`src/rtl/fetch_unit_pkg.sv`:
```
// rtl/fetch_unit_pkg.sv - shared encodings, FSM states and trap decode for the fetch stage
package fetch_unit_pkg;

    localparam logic [31:0] NOP_INST    = 32'h0000_0013;
    localparam logic [31:0] ECALL_INST  = 32'h0000_0073;
    localparam logic [31:0] EBREAK_INST = 32'h0010_0073;

    typedef enum logic [1:0] {
        ST_RUN  = 2'd0,
        ST_PEND = 2'd1,
        ST_HALT = 2'd2
    } fetch_state_t;

    // True for the two environment-trap encodings that stop fetch.
    function automatic logic is_trap(input logic [31:0] word);
        return (word == ECALL_INST) || (word == EBREAK_INST);
    endfunction

endpackage

```
`src/rtl/fetch_unit_if.sv`:
```
// rtl/fetch_unit_if.sv - instruction-memory bus and IF/ID outputs of the fetch stage
interface fetch_unit_if #(
    parameter int ADDR_W = 6
);
    logic [ADDR_W-1:0] imem_addr;
    logic [31:0]       imem_data;
    logic [31:0]       if_inst;
    logic [31:0]       if_pc;
    logic [31:0]       if_pc_plus4;
    logic              if_valid;

    modport master (
        output imem_addr, if_inst, if_pc, if_pc_plus4, if_valid,
        input  imem_data
    );

    modport slave (
        input  imem_addr, if_inst, if_pc, if_pc_plus4, if_valid,
        output imem_data
    );
endinterface

```
`src/rtl/fetch_unit_ifid_reg.sv`:
```
// rtl/fetch_unit_ifid_reg.sv - IF/ID pipeline register with bubble and hold control
module fetch_unit_ifid_reg
    import fetch_unit_pkg::*;
(
    input  logic        clk,
    input  logic        rst,
    input  logic        bubble,
    input  logic        hold,
    input  logic [31:0] inst,
    input  logic [31:0] pc,
    input  logic [31:0] pc_plus4,
    output logic [31:0] if_inst,
    output logic [31:0] if_pc,
    output logic [31:0] if_pc_plus4,
    output logic        if_valid
);

    // Bubble beats hold; a bubble keeps the old PC fields so debug views stay stable.
    always_ff @(posedge clk) begin
        if (rst) begin
            if_inst     <= NOP_INST;
            if_pc       <= 32'd0;
            if_pc_plus4 <= 32'd0;
            if_valid    <= 1'b0;
        end else if (bubble) begin
            if_inst  <= NOP_INST;
            if_valid <= 1'b0;
        end else if (!hold) begin
            if_inst     <= inst;
            if_pc       <= pc;
            if_pc_plus4 <= pc_plus4;
            if_valid    <= 1'b1;
        end
    end

endmodule

```
`src/rtl/fetch_unit.sv`:
```
// rtl/fetch_unit.sv - RV32I fetch stage: PC, IF/ID register, fetch counter; FETCH_HALT_EN adds trap halt FSM
module fetch_unit
    import fetch_unit_pkg::*;
#(
    parameter logic [31:0] RESET_PC    = 32'h0000_0000,
    parameter int          ADDR_W      = 6,
    parameter int          PEND_CYCLES = 3
) (
    input  logic        clk,
    input  logic        rst,
    input  logic        stall,
    input  logic        flush,
    input  logic        redirect,
    input  logic [31:0] redirect_pc,
    fetch_unit_if.master bus,
    output logic [31:0] fetch_count,
    output logic        halted
);

    logic [31:0] pc;
    logic [31:0] pc_plus4;
    logic        in_pend;
    logic        in_halt;
    logic        bubble;
    logic        hold;
    logic        take;
    logic [1:0]  unused_rpc_lo;

    assign pc_plus4      = pc + 32'd4;
    assign bus.imem_addr = pc[ADDR_W+1:2];
    assign unused_rpc_lo = redirect_pc[1:0];

`ifdef FETCH_HALT_EN
    localparam int CNT_W = (PEND_CYCLES > 1) ? $clog2(PEND_CYCLES) : 1;

    fetch_state_t     state;
    logic [CNT_W-1:0] pend_cnt;

    assign in_pend = (state == ST_PEND);
    assign in_halt = (state == ST_HALT);

    // RUN/PEND/HALT: a latched trap must survive PEND_CYCLES unflushed edges before fetch stops.
    always_ff @(posedge clk) begin
        if (rst) begin
            state    <= ST_RUN;
            pend_cnt <= '0;
            halted   <= 1'b0;
        end else begin
            case (state)
                ST_RUN: begin
                    if (take && is_trap(bus.imem_data)) begin
                        state    <= ST_PEND;
                        pend_cnt <= CNT_W'(PEND_CYCLES - 1);
                    end
                end
                ST_PEND: begin
                    if (redirect || flush) begin
                        state <= ST_RUN;
                    end else if (!stall) begin
                        if (pend_cnt == '0) begin
                            state  <= ST_HALT;
                            halted <= 1'b1;
                        end else begin
                            pend_cnt <= pend_cnt - 1'b1;
                        end
                    end
                end
                ST_HALT: state <= ST_HALT;
                default: state <= ST_RUN;
            endcase
        end
    end
`else
    logic [31:0] unused_pend_cycles;

    assign unused_pend_cycles = PEND_CYCLES;
    assign in_pend = 1'b0;
    assign in_halt = 1'b0;
    assign halted  = 1'b0;
`endif

    // Once halted everything but reset is ignored; in PEND only the stall holds IF/ID.
    assign bubble = in_halt || redirect || flush || (in_pend && !stall);
    assign hold   = !bubble && stall;
    assign take   = !bubble && !stall;

    // PC priority: reset, redirect (word-aligned), stall or trap freeze, sequential.
    always_ff @(posedge clk) begin
        if (rst) begin
            pc <= RESET_PC;
        end else if (in_halt) begin
            pc <= pc;
        end else if (redirect) begin
            pc <= {redirect_pc[31:2], 2'b00};
        end else if (!(stall || in_pend)) begin
            pc <= pc_plus4;
        end
    end

    // Counts only instructions that enter IF/ID as valid.
    always_ff @(posedge clk) begin
        if (rst) begin
            fetch_count <= 32'd0;
        end else if (take) begin
            fetch_count <= fetch_count + 32'd1;
        end
    end

    fetch_unit_ifid_reg u_ifid_reg (
        .clk         (clk),
        .rst         (rst),
        .bubble      (bubble),
        .hold        (hold),
        .inst        (bus.imem_data),
        .pc          (pc),
        .pc_plus4    (pc_plus4),
        .if_inst     (bus.if_inst),
        .if_pc       (bus.if_pc),
        .if_pc_plus4 (bus.if_pc_plus4),
        .if_valid    (bus.if_valid)
    );

endmodule
```
`src/flat_wrapper.sv`:
```
// flat-port wrapper written by rule: the top's interface ports become plain ports
module fetch_unit_flat import fetch_unit_pkg::*;
#(
    parameter logic [31:0] RESET_PC    = 32'h0000_0000,
    parameter int          ADDR_W      = 6,
    parameter int          PEND_CYCLES = 3
)
  (clk, rst, stall, flush, redirect, redirect_pc, fetch_count, halted, bus_imem_addr, bus_if_inst, bus_if_pc, bus_if_pc_plus4, bus_if_valid, bus_imem_data);
  fetch_unit_if #(.ADDR_W(ADDR_W)) bus_i ();
  input  logic clk;
  input  logic rst;
  input  logic stall;
  input  logic flush;
  input  logic redirect;
  input  logic [31:0] redirect_pc;
  output logic [31:0] fetch_count;
  output logic halted;
  output wire logic [$bits(bus_i.imem_addr)-1:0] bus_imem_addr;
  output wire logic [$bits(bus_i.if_inst)-1:0] bus_if_inst;
  output wire logic [$bits(bus_i.if_pc)-1:0] bus_if_pc;
  output wire logic [$bits(bus_i.if_pc_plus4)-1:0] bus_if_pc_plus4;
  output wire logic [$bits(bus_i.if_valid)-1:0] bus_if_valid;
  input wire logic [$bits(bus_i.imem_data)-1:0] bus_imem_data;
  assign bus_imem_addr = bus_i.imem_addr;
  assign bus_if_inst = bus_i.if_inst;
  assign bus_if_pc = bus_i.if_pc;
  assign bus_if_pc_plus4 = bus_i.if_pc_plus4;
  assign bus_if_valid = bus_i.if_valid;
  assign bus_i.imem_data = bus_imem_data;
  fetch_unit #(.RESET_PC(RESET_PC), .ADDR_W(ADDR_W), .PEND_CYCLES(PEND_CYCLES)) u_core (.clk(clk), .rst(rst), .stall(stall), .flush(flush), .redirect(redirect), .redirect_pc(redirect_pc), .bus(bus_i), .fetch_count(fetch_count), .halted(halted));
endmodule
```
`config.mk`:
```
export PLATFORM = sky130hd
export DESIGN_NAME = fetch_unit_flat
export DESIGN_NICKNAME = d
export VERILOG_FILES = /design/src/rtl/fetch_unit_pkg.sv /design/src/rtl/fetch_unit_if.sv /design/src/rtl/fetch_unit_ifid_reg.sv /design/src/rtl/fetch_unit.sv /design/src/flat_wrapper.sv
export SDC_FILE = /design/constraint.sdc
export NUM_CORES = 1
export LEC_CHECK = 0
export ABC_AREA = 0
export ABC_CLOCK_PERIOD_IN_PS = 4000
export BUFFER_PORTS_ARGS = -buffer_cell sky130_fd_sc_hd__buf_2
export CAP_MARGIN = 20
export CORE_ASPECT_RATIO = 1.25
export CORE_MARGIN = 8
export CORE_UTILIZATION = 56
export CTS_CLUSTER_SIZE = 12
export DETAILED_ROUTE_END_ITERATION = 16
export PLACE_DENSITY = 0.86
export SYNTH_ARGS = -nofsm -noshare
export SYNTH_HDL_FRONTEND = slang
export SYNTH_SLANG_ARGS = --single-unit
```
`constraint.sdc`:
```
create_clock -name clk -period 4 [get_ports clk]
set_clock_uncertainty 0.05 [all_clocks]
set_input_delay 0.6 -clock clk [delete_from_list [all_inputs] [get_ports clk]]
set_output_delay 0.6 -clock clk [all_outputs]
set_load 0.02 [all_outputs]
```
==> impl_results.rst, run 1 <==
.. list-table::
   :header-rows: 1

   * - Metric
     - Value
   * - Die X-Extent
     - approximately 110 um
   * - Layout cell share with drive strength beyond 1
     - 30.1%
   * - Sequential-to-total area share from yosys stat
     - approximately 46%
   * - Post-cts sizing count
     - 0
   * - Largest net degree at the start of global routing
     - 100
   * - Per-instance average area after synthesis
     - just under 9 sq um
   * - First-pass iteration count of the detailed router
     - 6
   * - Reg clk slew, reported paths
     - 0.06 ns
   * - Final-report hold violation count
     - 0
   * - Count of synthesis-stage warnings from yosys
     - 0
   * - Library cell occupying the most area in the post-synthesis netlist
     - dfxtp_1
   * - Sequential group share of total power
     - 45.4%
   * - Power per standard cell area
     - ~430 nW/um^2
   * - Hold Path Origin
     - bus_imem_data[4]
   * - Cells along the critical path
     - ha_1 > nand3_1 > or3_1 > or3_4 > xor2_1 > a211oi_2
   * - Fillers
     - 970
   * - Top-area cell type share of the netlist area
     - 45.7%
   * - Maximum level of the CTS H-tree
     - 4
   * - Most common cell in the netlist
     - dfxtp_1
   * - Initial standard-cell utilization of the core
     - a little under three fifths
   * - Commonest cells post-synth
     - dfxtp_1 (155), nand2_1 (98), nor2_1 (80)
   * - Outcome
     - completed
   * - Global-route wire length before repair
     - around 30000 um
   * - Syn Std Cell Area
     - 6780 sq um
   * - Slowest stage cell, crit path
     - or3_1
   * - Total core area
     - about 12000 sq um
   * - Number of instances in the synthesized netlist
     - just under 800
   * - Aggregate global routing overflow
     - 0
   * - Total Wirelength
     - roughly 19000 um
   * - Path type of the worst min-delay path
     - input port to flip-flop
   * - Endpoint type of the worst setup path
     - flip-flop
   * - Sw Pwr
     - roughly 0.9 mW
   * - Quantity of hold-fixing buffers added after cts
     - 0
   * - Sum Neg Setup Slack
     - 0 ns
   * - Clock root buffer
     - clkbuf_16
   * - Measured slew at the worst slew-check pin
     - between 1 and 1.5 ns
   * - Launching element type of the critical path
     - flip-flop
   * - Area of the die
     - roughly 16000 sq um
   * - CTS tree
     - done
   * - Static Leakage
     - between 3 and 4 nW
   * - Clock latency reported for the late side of the worst-skew pair
     - approximately 0.4 ns
   * - Worst VDD drop
     - around 250 uV
   * - Height of the chip
     - 139 um
   * - Category of the critical setup timing path
     - flip-flop to flip-flop
   * - Total of endpoints with negative setup slack in the final report
     - 0
   * - Share of total power consumed by net switching
     - 24.2%
   * - Number of buffers on the longest clock path
     - 2
   * - Global-route usage over all layers
     - 22.7%
   * - Maximum clock frequency
     - about 370 MHz
   * - Antenna violation net count after detailed routing
     - 0
   * - Primary FF master, synth
     - dfxtp_1
   * - Crit-path max FO
     - 19
   * - Synth unique cells
     - between 40 and 50
   * - Vias per cell
     - around 5.5
   * - Start of the worst register-to-register path
     - u_core.pc[2]
   * - Number of register bits inferred by synthesis
     - 155
   * - Max_slew headroom
     - between 30% and 40%
   * - Worst endpoint data arrival time
     - around 3.0 ns
   * - Area contributors post-synth
     - dfxtp_1 (46%), xor2_1 (5.6%), nand2_1 (5.4%), o221a_2 (4.8%), nor2_1 (4.4%)
   * - Final Instance Area
     - 8370 sq um
   * - Data required time of the worst path
     - 4.28 ns
   * - Post-CTS setup buffer count
     - 0
   * - WL/cell
     - approximately 17 um
   * - Count of input and output buffers
     - about 200
   * - Number of enable-type register cells in the synthesized netlist
     - 0
   * - Routability cong.
     - 0.825
   * - Area Overhead vs Synth
     - 23.3%
   * - Row count
     - 45
   * - Residual DRC count
     - 0
   * - Detailed-placement wirelength estimate
     - between 10000 and 15000 um
   * - Initial antenna violation count
     - 1
   * - Setup crit start
     - u_core.pc[2]
   * - Comb power frac
     - 8.1%
   * - Via count of the first global-routing pass
     - just under 6000
   * - Top-level port count
     - between 200 and 250
   * - Instance area after placement
     - about 7700 sq um
   * - Total number of vias
     - between 6000 and 7000
   * - Max-cap violations
     - 0
   * - Setup repair after global routing missed its margin
     - false
   * - Post-synthesis async set-or-reset flop share
     - 0%
   * - Maximum cell stage delay along the critical path
     - 0.74 ns
   * - Number of pins exceeding their max-slew limit in the final report
     - 0
   * - Number of nets at the end of the flow
     - 1007
   * - Number of clock buffers inserted by TritonCTS
     - 17
   * - Time the worst path needs with I/O delays and setup
     - ~2.7 ns
   * - Crit share post-route
     - roughly two thirds
   * - Total number of clock tree sinks
     - 155
   * - Iteration-0 DRC count of the detailed router
     - between 400 and 500
   * - Clk network pwr share
     - between 40 and 50%
   * - Cell-internal power
     - 2.75 mW
## path summary, 6_finish.rpt
kind                            slack [ns]                                 to  cells past startpoint
worst min register to register        0.40         u_core.u_ifid_reg.if_pc[7]                      2
worst min-delay path                  0.35       u_core.u_ifid_reg.if_inst[4]                      2
worst max-delay path                  1.28  u_core.u_ifid_reg.if_pc_plus4[28]                      6
worst max register to register        1.28  u_core.u_ifid_reg.if_pc_plus4[28]                      6
## layout by cell type, fill, tap and decap left out, types with 3 or more instances in the layout
cell / synthesis / final
nor2b_1: 6 / 6
clkbuf_16: 0 / 17
bufinv_16: 0 / 3
and3_1: 3 / 3
o221a_2: 29 / 29
buf_2: 8 / 196
buf_4: 12 / 9
nor4_2: 6 / 6
mux2i_1: 4 / 4
inv_1: 22 / 22
o21a_1: 15 / 15
o22ai_1: 3 / 3
a211oi_1: 16 / 16
a221o_1: 3 / 3
nor3_1: 20 / 18
clkbuf_8: 0 / 3
or3_1: 11 / 11
a21oi_1: 59 / 59
and4_1: 5 / 5
dfxtp_1: 155 / 155
nand4_1: 25 / 25
a311oi_1: 3 / 3
nor2_1: 80 / 79
xor2_1: 43 / 43
conb_1: 1 / 5
nor4_1: 10 / 10
nand3_1: 15 / 15
xnor2_1: 30 / 30
clkinv_4: 0 / 3
o21ai_0: 16 / 16
or2_2: 5 / 5
nand2_1: 98 / 98
## per-layer routing
layer | track usage (%) | vias up | part of all wire, %
met5 | 0 | - | 0
met4 | 11.7 | 0 | 3.5
met1 | 25.8 | 2841 | 40
li1 | - | 3018 | -
met3 | 5.05 | 53 | 5.6
met2 | 38.8 | 210 | 51
## state kept, by name, indices dropped and copies added (netlist names)
register,cells
u_core.fetch_count,32
u_core.u_ifid_reg.if_inst,32
u_core.pc,30
u_core.u_ifid_reg.if_pc,30
u_core.u_ifid_reg.if_pc_plus4,30
u_core.u_ifid_reg.if_valid,1
## power groups by stage
stage	clock network, mW	registers (mW)	logic (mW)
after floorplan	0	1.69	0.180
after global placement	0	1.68	0.284
after detailed placement	0	1.68	0.290
after CTS	1.70	1.64	0.293
after global routing	1.77	1.65	0.318
final	1.68	1.64	0.292
## kinds of logic (layout without fill, tap and decap cells)
group | after synthesis | count (layout) | share of synthesized area, %
AO/OA/AOI/OAI | 154 | 154 | 16.1
flip-flops | 155 | 155 | 45.7
buffers and inverters | 99 | 261 | 6.42
AND/OR/NAND/NOR | 295 | 295 | 21.3
adder cells (fa/ha/maj) | 2 | 2 | 0.369
other | 1 | 6 | 0.0553
multiplexers | 4 | 4 | 0.590
XOR/XNOR | 73 | 73 | 9.42
## final cells by class
class / count / area [sq um] / area share, %
diodes: 1 / 2.50 / 0.0299
multi-input cells: 533 / 3270 / 39.1
repair buffers: 206 / 1070 / 12.8
clock inverters: 11 / 158 / 1.88
clock buffers: 21 / 470 / 5.62
inverters: 23 / 86.3 / 1.03
flip-flops and latches: 155 / 3100 / 37.1
well taps: 164 / 205 / 2.45
## metrics by stage
step                utilization [%]  power [mW]  std cells  hold WS (ns)  setup slack (ns)
floorplan                         -        1.87        787         0.419              1.65
global placement               64.5        1.96       1081         0.384              1.15
detailed placement             64.5        1.97       1081         0.394              1.09
CTS                            69.7        3.64       1113         0.340              1.29
global route                   69.8        3.73       1114         0.359              1.15
finish                         69.8        3.62       1114         0.354              1.28
## critical path: cells and delay by family, from the launching register on
family / cells / cell delay, ns
AOI/OAI and AO/OA: 1 / 0.20
xor gates and xnor gates: 1 / 0.16
adders and majority gates: 1 / 0.25
DFF: 1 / 0.46
and+or+nand+nor: 3 / 1.49
No activity file was read; power rests on OpenSTA's default activity.
==> run 2, diff against run 1 <==
--- a/config.mk
+++ b/config.mk
@@ -5,16 +5,16 @@
 export SDC_FILE = /design/constraint.sdc
 export NUM_CORES = 1
 export LEC_CHECK = 0
-export ABC_AREA = 0
-export ABC_CLOCK_PERIOD_IN_PS = 4000
+export ABC_AREA = 1
+export ABC_CLOCK_PERIOD_IN_PS = 2300
 export BUFFER_PORTS_ARGS = -buffer_cell sky130_fd_sc_hd__buf_2
 export CAP_MARGIN = 20
 export CORE_ASPECT_RATIO = 1.25
 export CORE_MARGIN = 8
-export CORE_UTILIZATION = 56
+export CORE_UTILIZATION = 47
 export CTS_CLUSTER_SIZE = 12
 export DETAILED_ROUTE_END_ITERATION = 16
-export PLACE_DENSITY = 0.86
+export PLACE_DENSITY = 0.76
 export SYNTH_ARGS = -nofsm -noshare
 export SYNTH_HDL_FRONTEND = slang
 export SYNTH_SLANG_ARGS = --single-unit
==> constraint.sdc (replaced) <==
create_clock -name clk -period 2.3 [get_ports clk]
set_clock_uncertainty 0.05 [all_clocks]
set_input_delay 0.345 -clock clk [delete_from_list [all_inputs] [get_ports clk]]
set_output_delay 0.345 -clock clk [all_outputs]
set_load 0.02 [all_outputs]
==> impl_results.rst, run 2 <==
.. list-table::
   :header-rows: 1

   * - Metric
     - Value
   * - Outcome
     - completed
   * - Static Leakage
     - 4.05 nW (+13%)
   * - Crit share post-route
     - 76.9% (+8.9 points)
   * - Number of clock buffers inserted by TritonCTS
     - 17 (unchanged)
   * - Category of the critical setup timing path
     - flip-flop to flip-flop
   * - Number of instances in the synthesized netlist
     - 1062 (+36%)
   * - Count of input and output buffers
     - 197 (unchanged)
   * - Most common library cell in the layout ignoring fill and taps
     - nand2_1
   * - Final-report hold violation count
     - 0 (unchanged)
   * - Maximum level of the CTS H-tree
     - 4 (unchanged)
   * - Maximum clock frequency
     - 565 MHz (+54%)
   * - Instance area after placement
     - 8300 sq um (+7.3%)
   * - Clock root buffer
     - clkbuf_16
   * - Met3 Resource Use GR
     - 5.62% (+0.56 points)
   * - Setup Slack @ Placement
     - 0.316 ns (-0.778 ns)
   * - Global-route wire length before repair
     - 35100 um (+19%)
   * - Setup repair after global routing missed its margin
     - false
   * - WL/cell
     - 15.3 um (-8.4%)
   * - Detailed-placement wirelength estimate
     - 16000 um (+24%)
   * - Time the worst path needs with I/O delays and setup
     - 1.77 ns (-0.951 ns)
   * - Post-CTS setup buffer count
     - 0 (unchanged)
   * - Registers with the highest flip-flop counts
     - u_core.fetch_count (32), u_core.u_ifid_reg.if_inst (32)
   * - Top-area cell type share of the netlist area
     - 42.8% (-3.0 points)
   * - Area contributors post-synth
     - dfxtp_1 (43%), nand2_1 (14%), nor2_1 (10%), o21ai_0 (5.9%), a21oi_1 (5.1%)
   * - Diode count
     - 0 (-1)
   * - Share of total power consumed by net switching
     - 25.9% (+1.8 points)
   * - Number of nets at the end of the flow
     - 1309 (+30%)
   * - Launching element type of the critical path
     - flip-flop
   * - Library cell occupying the most area in the post-synthesis netlist
     - dfxtp_1
   * - Top library cells by usage in the layout, fill and taps aside
     - nand2_1 (269), nor2_1 (201), buf_2 (197)
   * - Antenna violation net count after detailed routing
     - 0 (unchanged)
   * - Primary FF master, synth
     - dfxtp_1
   * - Syn Std Cell Area
     - 7260 sq um (+7.0%)
   * - Number of enable-type register cells in the synthesized netlist
     - 0 (unchanged)
   * - Fillers
     - 1477 (+52%)
   * - Global-route usage over all layers
     - 22.3% (-0.46 points)
   * - Total number of vias
     - 7309 (+19%)
   * - Power per standard cell area
     - 688 nW/um^2 (+59%)
   * - Worst endpoint data arrival time
     - 2.08 ns (-0.92 ns)
   * - Gate family responsible for the most delay along the worst path
     - simple AND/OR/NAND/NOR gates
   * - Endpoint type of the worst setup path
     - flip-flop
   * - Quantity of hold-fixing buffers added after cts
     - 0 (unchanged)
   * - Clock latency reported for the late side of the worst-skew pair
     - 0.43 ns (+0.02 ns)
   * - Area Overhead vs Synth
     - 22.0%
   * - Per-instance average area after synthesis
     - 6.83 sq um (-21%)
   * - Sequential-to-total area share from yosys stat
     - 42.8% (-3.0 points)
   * - Total Wirelength
     - 21900 um (+18%)
   * - Height of the chip
     - 155 um (+11%)
   * - Routability cong.
     - 0.950 (+15%)
   * - GR Util met1
     - 24.5% (-1.3 points)
   * - Synth unique cells
     - 34 (-31%)
   * - Final Instance Area
     - 8850 sq um (+5.8%)
   * - Commonest cells post-synth
     - nand2_1 (269), nor2_1 (202), dfxtp_1 (155)
   * - Maximum cell stage delay along the critical path
     - 0.43 ns (-0.31 ns)
   * - Number of register bits inferred by synthesis
     - 155 (unchanged)
   * - Measured slew at the worst slew-check pin
     - 0.607 ns (-0.430 ns)
   * - Initial standard-cell utilization of the core
     - 47.4% (-9.2 points)
   * - Layout cell share with drive strength beyond 1
     - 22.1% (-8.1 points)
   * - Data required time of the worst path
     - 2.61 ns (-1.67 ns)
   * - Sum Neg Setup Slack
     - 0 ns (unchanged)
   * - Row count
     - 51 (+13%)
   * - Max-cap violations
     - 0 (unchanged)
   * - Sw Pwr
     - 1.58 mW (+80%)
   * - Aggregate global routing overflow
     - 0 (unchanged)
   * - Total number of clock tree sinks
     - 155 (unchanged)
   * - Post-cts sizing count
     - 0 (unchanged)
   * - Number of pins exceeding their max-slew limit in the final report
     - 0 (unchanged)
   * - Via count of the first global-routing pass
     - 7013 (+19%)
   * - Count of synthesis-stage warnings from yosys
     - 0 (unchanged)
   * - Most used routing layer in global routing
     - met2
   * - Largest net degree at the start of global routing
     - 81 (-19%)
   * - Residual DRC count
     - 0 (unchanged)
   * - Path type of the worst min-delay path
     - input port to flip-flop
   * - Cells along the critical path
     - ha_1 > nand4_1 > nor2_2 > nand4_1 > nand2_1 > nand2_1 > nor2_1
   * - Cell-internal power
     - 4.51 mW (+64%)
   * - Slowest stage cell, crit path
     - dfxtp_1
   * - Met2 capacity usage during global routing
     - 38.7% (-0.10 points)
   * - CTS tree
     - done
   * - Max_slew headroom
     - 59.4% (+29 points)
   * - Initial antenna violation count
     - 1 (unchanged)
   * - Top-level port count
     - 205 (unchanged)
   * - CP Buf/Inv Count
     - 0 (unchanged)
   * - Total of endpoints with negative setup slack in the final report
     - 0 (unchanged)
   * - Die X-Extent
     - 127 um (+11%)
   * - Reg clk slew, reported paths
     - 0.06 ns (about the same)
   * - Area of the die
     - 19700 sq um (+24%)
   * - Most common cell in the netlist
     - nand2_1
   * - Clk network pwr share
     - 43.8% (-2.7 points)
   * - Iteration-0 DRC count of the detailed router
     - 508 (+23%)
   * - Fin worst setup slack
     - 0.531 ns (-0.749 ns)
   * - Number of buffers on the longest clock path
     - 2 (unchanged)
   * - First-pass iteration count of the detailed router
     - 5 (-1)
   * - Crit-path max FO
     - 6 (-13)
   * - Total core area
     - 15300 sq um (+28%)
   * - Post-synthesis async set-or-reset flop share
     - 0% (unchanged)
   * - Comb power frac
     - 9.5% (+1.4 points)
   * - Vias per cell
     - 5.09 (-7.3%)
   * - Worst VDD drop
     - 417 uV (+65%)
   * - Sequential group share of total power
     - 46.8% (+1.4 points)
[run 2: cell count changes after synthesis, moves of 25 or more]
| cell | change |
|---|---|
| o221a_2 | -29 |
| o21ai_0 | +69 |
| nor2_1 | +122 |
| inv_1 | +60 |
| xnor2_1 | -25 |
| nand2_1 | +171 |
| xor2_1 | -29 |
[run 2: final timing paths]
path                                                     end                          from  slack [ns]  depth (start not counted)
worst max-delay path                  u_core.fetch_count[30]         u_core.fetch_count[0]        0.53                          7
worst min-delay path            u_core.u_ifid_reg.if_inst[0]              bus_imem_data[0]        0.08                          3
worst max register to register        u_core.fetch_count[30]         u_core.fetch_count[0]        0.53                          7
worst min register to register  u_core.u_ifid_reg.if_inst[0]  u_core.u_ifid_reg.if_inst[0]        0.40                          2
[run 2: layout make-up]
type,count,area [sq um],area share (%)
Clock buffer,21,460,5.20
Clock inverter,10,91.3,1.03
Inverter,88,330,3.73
Multi-Input combinational cell,768,3550,40.1
Sequential cell,155,3100,35.1
Tap cell,185,231,2.62
Timing Repair Buffer,208,1080,12.2
[run 2: cells by family (layout without fill, tap and decap cells)]
family	after synthesis	after routing	synth area share [%]
simple gates	553	553	32.2
compound gates	188	188	13.6
flops	155	155	42.8
buf+inv	143	327	8.52
xor+xnor	20	20	2.52
fa+ha+maj	2	2	0.345
other cells	1	5	0.0517
[run 2: power groups by stage]
stage               clock, mW  sequential, mW  combinational, mW
finish                   2.66            2.85              0.577
global route             2.83            2.86              0.639
CTS                      2.72            2.84              0.579
detailed placement          0            2.90              0.576
global placement            0            2.90              0.570
floorplan                   0            2.96              0.312
[run 2: routing by layer]
layer  vias up  wire length, um  part of all wire [%]
met1      3306             8770                    40
met4         2              874                   4.0
met5         -               10                 0.046
met2       251            10800                    49
met3        57             1410                   6.4
li1       3693                -                     -
[run 2: worst min-delay path, cell delays in order]
cell,delay [ns]
buf_2,0.08
nand2_1,0.04
nand3_1,0.06
[run 2: per-stage QoR]
step	utilization (%)	hold slack, ns	power (mW)	cells
3_3_place_gp	54.2	0.384	3.47	1404
6_report	57.8	0.0829	6.09	1435
5_1_grt	57.8	0.0773	6.33	1435
2_1_floorplan	-	0.409	3.27	1066
3_5_place_dp	54.2	0.389	3.48	1404
4_1_cts	57.8	0.0636	6.14	1435
==> run 3, diff against run 2 <==
--- a/config.mk
+++ b/config.mk
@@ -6,15 +6,15 @@
 export NUM_CORES = 1
 export LEC_CHECK = 0
 export ABC_AREA = 1
-export ABC_CLOCK_PERIOD_IN_PS = 2300
+export ABC_CLOCK_PERIOD_IN_PS = 1800
 export BUFFER_PORTS_ARGS = -buffer_cell sky130_fd_sc_hd__buf_2
 export CAP_MARGIN = 20
 export CORE_ASPECT_RATIO = 1.25
 export CORE_MARGIN = 8
-export CORE_UTILIZATION = 47
+export CORE_UTILIZATION = 52
 export CTS_CLUSTER_SIZE = 12
 export DETAILED_ROUTE_END_ITERATION = 16
-export PLACE_DENSITY = 0.76
+export PLACE_DENSITY = 0.8
 export SYNTH_ARGS = -nofsm -noshare
 export SYNTH_HDL_FRONTEND = slang
 export SYNTH_SLANG_ARGS = --single-unit
==> constraint.sdc (replaced) <==
create_clock -name clk -period 1.8 [get_ports clk]
set_clock_uncertainty 0.05 [all_clocks]
set_input_delay 0.27 -clock clk [delete_from_list [all_inputs] [get_ports clk]]
set_output_delay 0.27 -clock clk [all_outputs]
set_load 0.02 [all_outputs]
==> impl_results.rst, run 3 (synthesis results as in run 2) <==
.. list-table::
   :header-rows: 1

   * - Metric
     - Value
   * - Outcome
     - completed
   * - Sequential group share of total power
     - 44.1% (-2.7 points)
   * - Max-cap violations
     - 0 (unchanged)
   * - Data required time of the worst path
     - 2.11 ns (-0.50 ns)
   * - Launching element type of the critical path
     - flip-flop
   * - Top-level port count
     - 205 (unchanged)
   * - Total core area
     - 13800 sq um (-10%)
   * - Post-CTS setup buffer count
     - 0 (unchanged)
   * - Antenna violation net count after detailed routing
     - 0 (unchanged)
   * - Number of pins exceeding their max-slew limit in the final report
     - 0 (unchanged)
   * - Count of input and output buffers
     - 197 (unchanged)
   * - Iteration-0 DRC count of the detailed router
     - 590 (+16%)
   * - Setup crit start
     - u_core.fetch_count[1]
   * - Layout cell share with drive strength beyond 1
     - 23.1% (+1.0 points)
   * - Via count of the first global-routing pass
     - 7053 (+0.57%)
   * - Largest net degree at the start of global routing
     - 62 (-23%)
   * - Maximum cell stage delay along the critical path
     - 0.41 ns (-0.02 ns)
   * - Gate family responsible for the most delay along the worst path
     - simple AND/OR/NAND/NOR gates
   * - Max_slew headroom
     - 59.9% (+0.47 points)
   * - Aggregate global routing overflow
     - 0 (unchanged)
   * - Top library cells by usage in the layout, fill and taps aside
     - nand2_1 (269), nor2_1 (200), buf_2 (197)
   * - Routability cong.
     - 0.944 (-0.64%)
   * - Initial antenna violation count
     - 1 (unchanged)
   * - Total of endpoints with negative setup slack in the final report
     - 0 (unchanged)
   * - Global-route wire length before repair
     - 34800 um (-1.1%)
   * - Number of nets at the end of the flow
     - 1323 (+1.1%)
   * - Start of the worst register-to-register path
     - u_core.fetch_count[1]
   * - Slowest stage cell, crit path
     - dfxtp_1
   * - Maximum clock frequency
     - 606 MHz (+7.1%)
   * - Initial standard-cell utilization of the core
     - 52.8% (+5.4 points)
   * - Reg clk slew, reported paths
     - 0.06 ns (about the same)
   * - Category of the critical setup timing path
     - flip-flop to flip-flop
   * - Share of total power consumed by net switching
     - 25.0% (-0.96 points)
   * - Measured slew at the worst slew-check pin
     - 0.601 ns (-0.00619 ns)
   * - Time the worst path needs with I/O delays and setup
     - 1.65 ns (-0.118 ns)
   * - CP Buf/Inv Count
     - 0 (unchanged)
   * - Number of buffers on the longest clock path
     - 2 (unchanged)
   * - Static Leakage
     - 4.18 nW (+3.2%)
   * - WL/cell
     - 15.2 um (-0.41%)
   * - Die X-Extent
     - 122 um (-4.3%)
   * - Worst VDD drop
     - 654 uV (+57%)
   * - Non-filler cells in the finished layout
     - 1440 (+0.35%)
   * - Most common library cell in the layout ignoring fill and taps
     - nand2_1
   * - Vias per cell
     - 5.14 (+0.92%)
   * - Number of clock buffers inserted by TritonCTS
     - 17 (unchanged)
   * - Maximum level of the CTS H-tree
     - 4 (unchanged)
   * - Height of the chip
     - 148 um (-4.4%)
   * - First-pass iteration count of the detailed router
     - 7 (+2)
   * - Crit-path max FO
     - 5 (-1)
   * - Path type of the worst min-delay path
     - input port to flip-flop
   * - Clock root buffer
     - clkbuf_16
   * - Comb power frac
     - 9.4% (about the same)
   * - Total number of clock tree sinks
     - 155 (unchanged)
   * - Worst endpoint data arrival time
     - 1.96 ns (-0.12 ns)
   * - Area Overhead vs Synth
     - 25.2%
   * - Setup repair after global routing missed its margin
     - false
   * - Clk network pwr share
     - 46.5% (+2.7 points)
   * - Cells along the critical path
     - ha_1 > nand4_1 > nor2_1 > nand3b_1 > nand2_1 > nand2_1 > nor2_1
   * - Number of instances in the placed design
     - 1406 (+0.14%)
   * - Row count
     - 48 (-5.9%)
   * - Total number of vias
     - 7402 (+1.3%)
   * - Final-report hold violation count
     - 0 (unchanged)
   * - Cell-internal power
     - 6.18 mW (+37%)
   * - Hold Path Origin
     - bus_imem_data[17]
   * - Area of the die
     - 18000 sq um (-8.5%)
   * - Diode count
     - 0 (unchanged)
   * - CTS tree
     - done
   * - Global-route usage over all layers
     - 24.2% (+1.9 points)
   * - Power per standard cell area
     - 906 nW/um^2 (+32%)
   * - Detailed-placement wirelength estimate
     - 15900 um (-0.66%)
   * - Total Wirelength
     - 21900 um (about the same)
   * - Sw Pwr
     - 2.06 mW (+30%)
   * - Sum Neg Setup Slack
     - 0 ns (unchanged)
   * - Crit share post-route
     - 91.7% (+15 points)
   * - Registers with the highest flip-flop counts
     - u_core.fetch_count (32), u_core.u_ifid_reg.if_inst (32)
   * - Fillers
     - 1268 (-14%)
   * - Residual DRC count
     - 0 (unchanged)
   * - Clock latency reported for the late side of the worst-skew pair
     - 0.43 ns (about the same)
   * - Endpoint type of the worst setup path
     - flip-flop
[run 3: path summary, 6_finish.rpt]
kind                                                 endpoint  slack (ns)  cells after the start
worst min register to register   u_core.u_ifid_reg.if_inst[4]        0.41                      2
worst min-delay path            u_core.u_ifid_reg.if_inst[17]        0.01                      3
worst max-delay path                   u_core.fetch_count[26]        0.15                      7
worst max register to register         u_core.fetch_count[26]        0.15                      7
[run 3: through the flow]
stage / cell area [sq um] / hold WS (ns) / util, % / power, mW / setup WS [ns]
2_1_floorplan: 7270 / 0.346 / - / 4.18 / 0.258
3_3_place_gp: 8430 / 0.385 / 61.3 / 4.46 / 0.208
3_5_place_dp: 8430 / 0.388 / 61.3 / 4.47 / 0.173
4_1_cts: 9080 / 0.00376 / 66.0 / 8.30 / 0.138
5_1_grt: 9090 / 0.00598 / 66.1 / 8.52 / 0.00274
6_report: 9090 / 0.0129 / 66.1 / 8.23 / 0.149
[run 3: routing by layer]
metal	GRT usage [%]	vias to the layer above	part of all wire, %
met2	40.8	273	49
met1	27.6	3341	40
li1	-	3729	-
met5	0	-	0.046
met4	12.4	2	4.2
met3	5.99	57	6.6
[run 3: layout make-up]
type                            count  area (sq um)  area share (%)
Inverter                           88           330            3.64
Sequential cell                   155          3100            34.2
Multi-Input combinational cell    768          3560            39.2
Clock buffer                       18           439            4.83
Tap cell                          175           219            2.41
Clock inverter                     14           194            2.13
Timing Repair Buffer              222          1240            13.7
[run 3: power groups by stage]
stage          combinational [mW]  clock [mW]  sequential, mW
2_1_floorplan               0.399           0            3.78
3_3_place_gp                0.756           0            3.70
3_5_place_dp                0.765           0            3.70
4_1_cts                     0.776        3.90            3.63
5_1_grt                     0.848        4.02            3.64
6_report                    0.772        3.83            3.63
[run 3: worst reg2reg max path, cell delays in order, from the launching register on]
cell and delay (ns):
dfxtp_1 0.41, ha_1 0.25, nand4_1 0.21, nor2_1 0.25, nand3b_1 0.19, nand2_1 0.10
nand2_1 0.05, nor2_1 0.07
[run 3: what timing repair did]
| item | 4_1_cts | 5_1_grt |
|---|---|---|
| resized for setup | 0 | 2 |
| hold endpoints to repair | 2 | 0 |
| hold buffers | 2 | 0 |
| endpoints found under the setup margin | 0 | 1 |
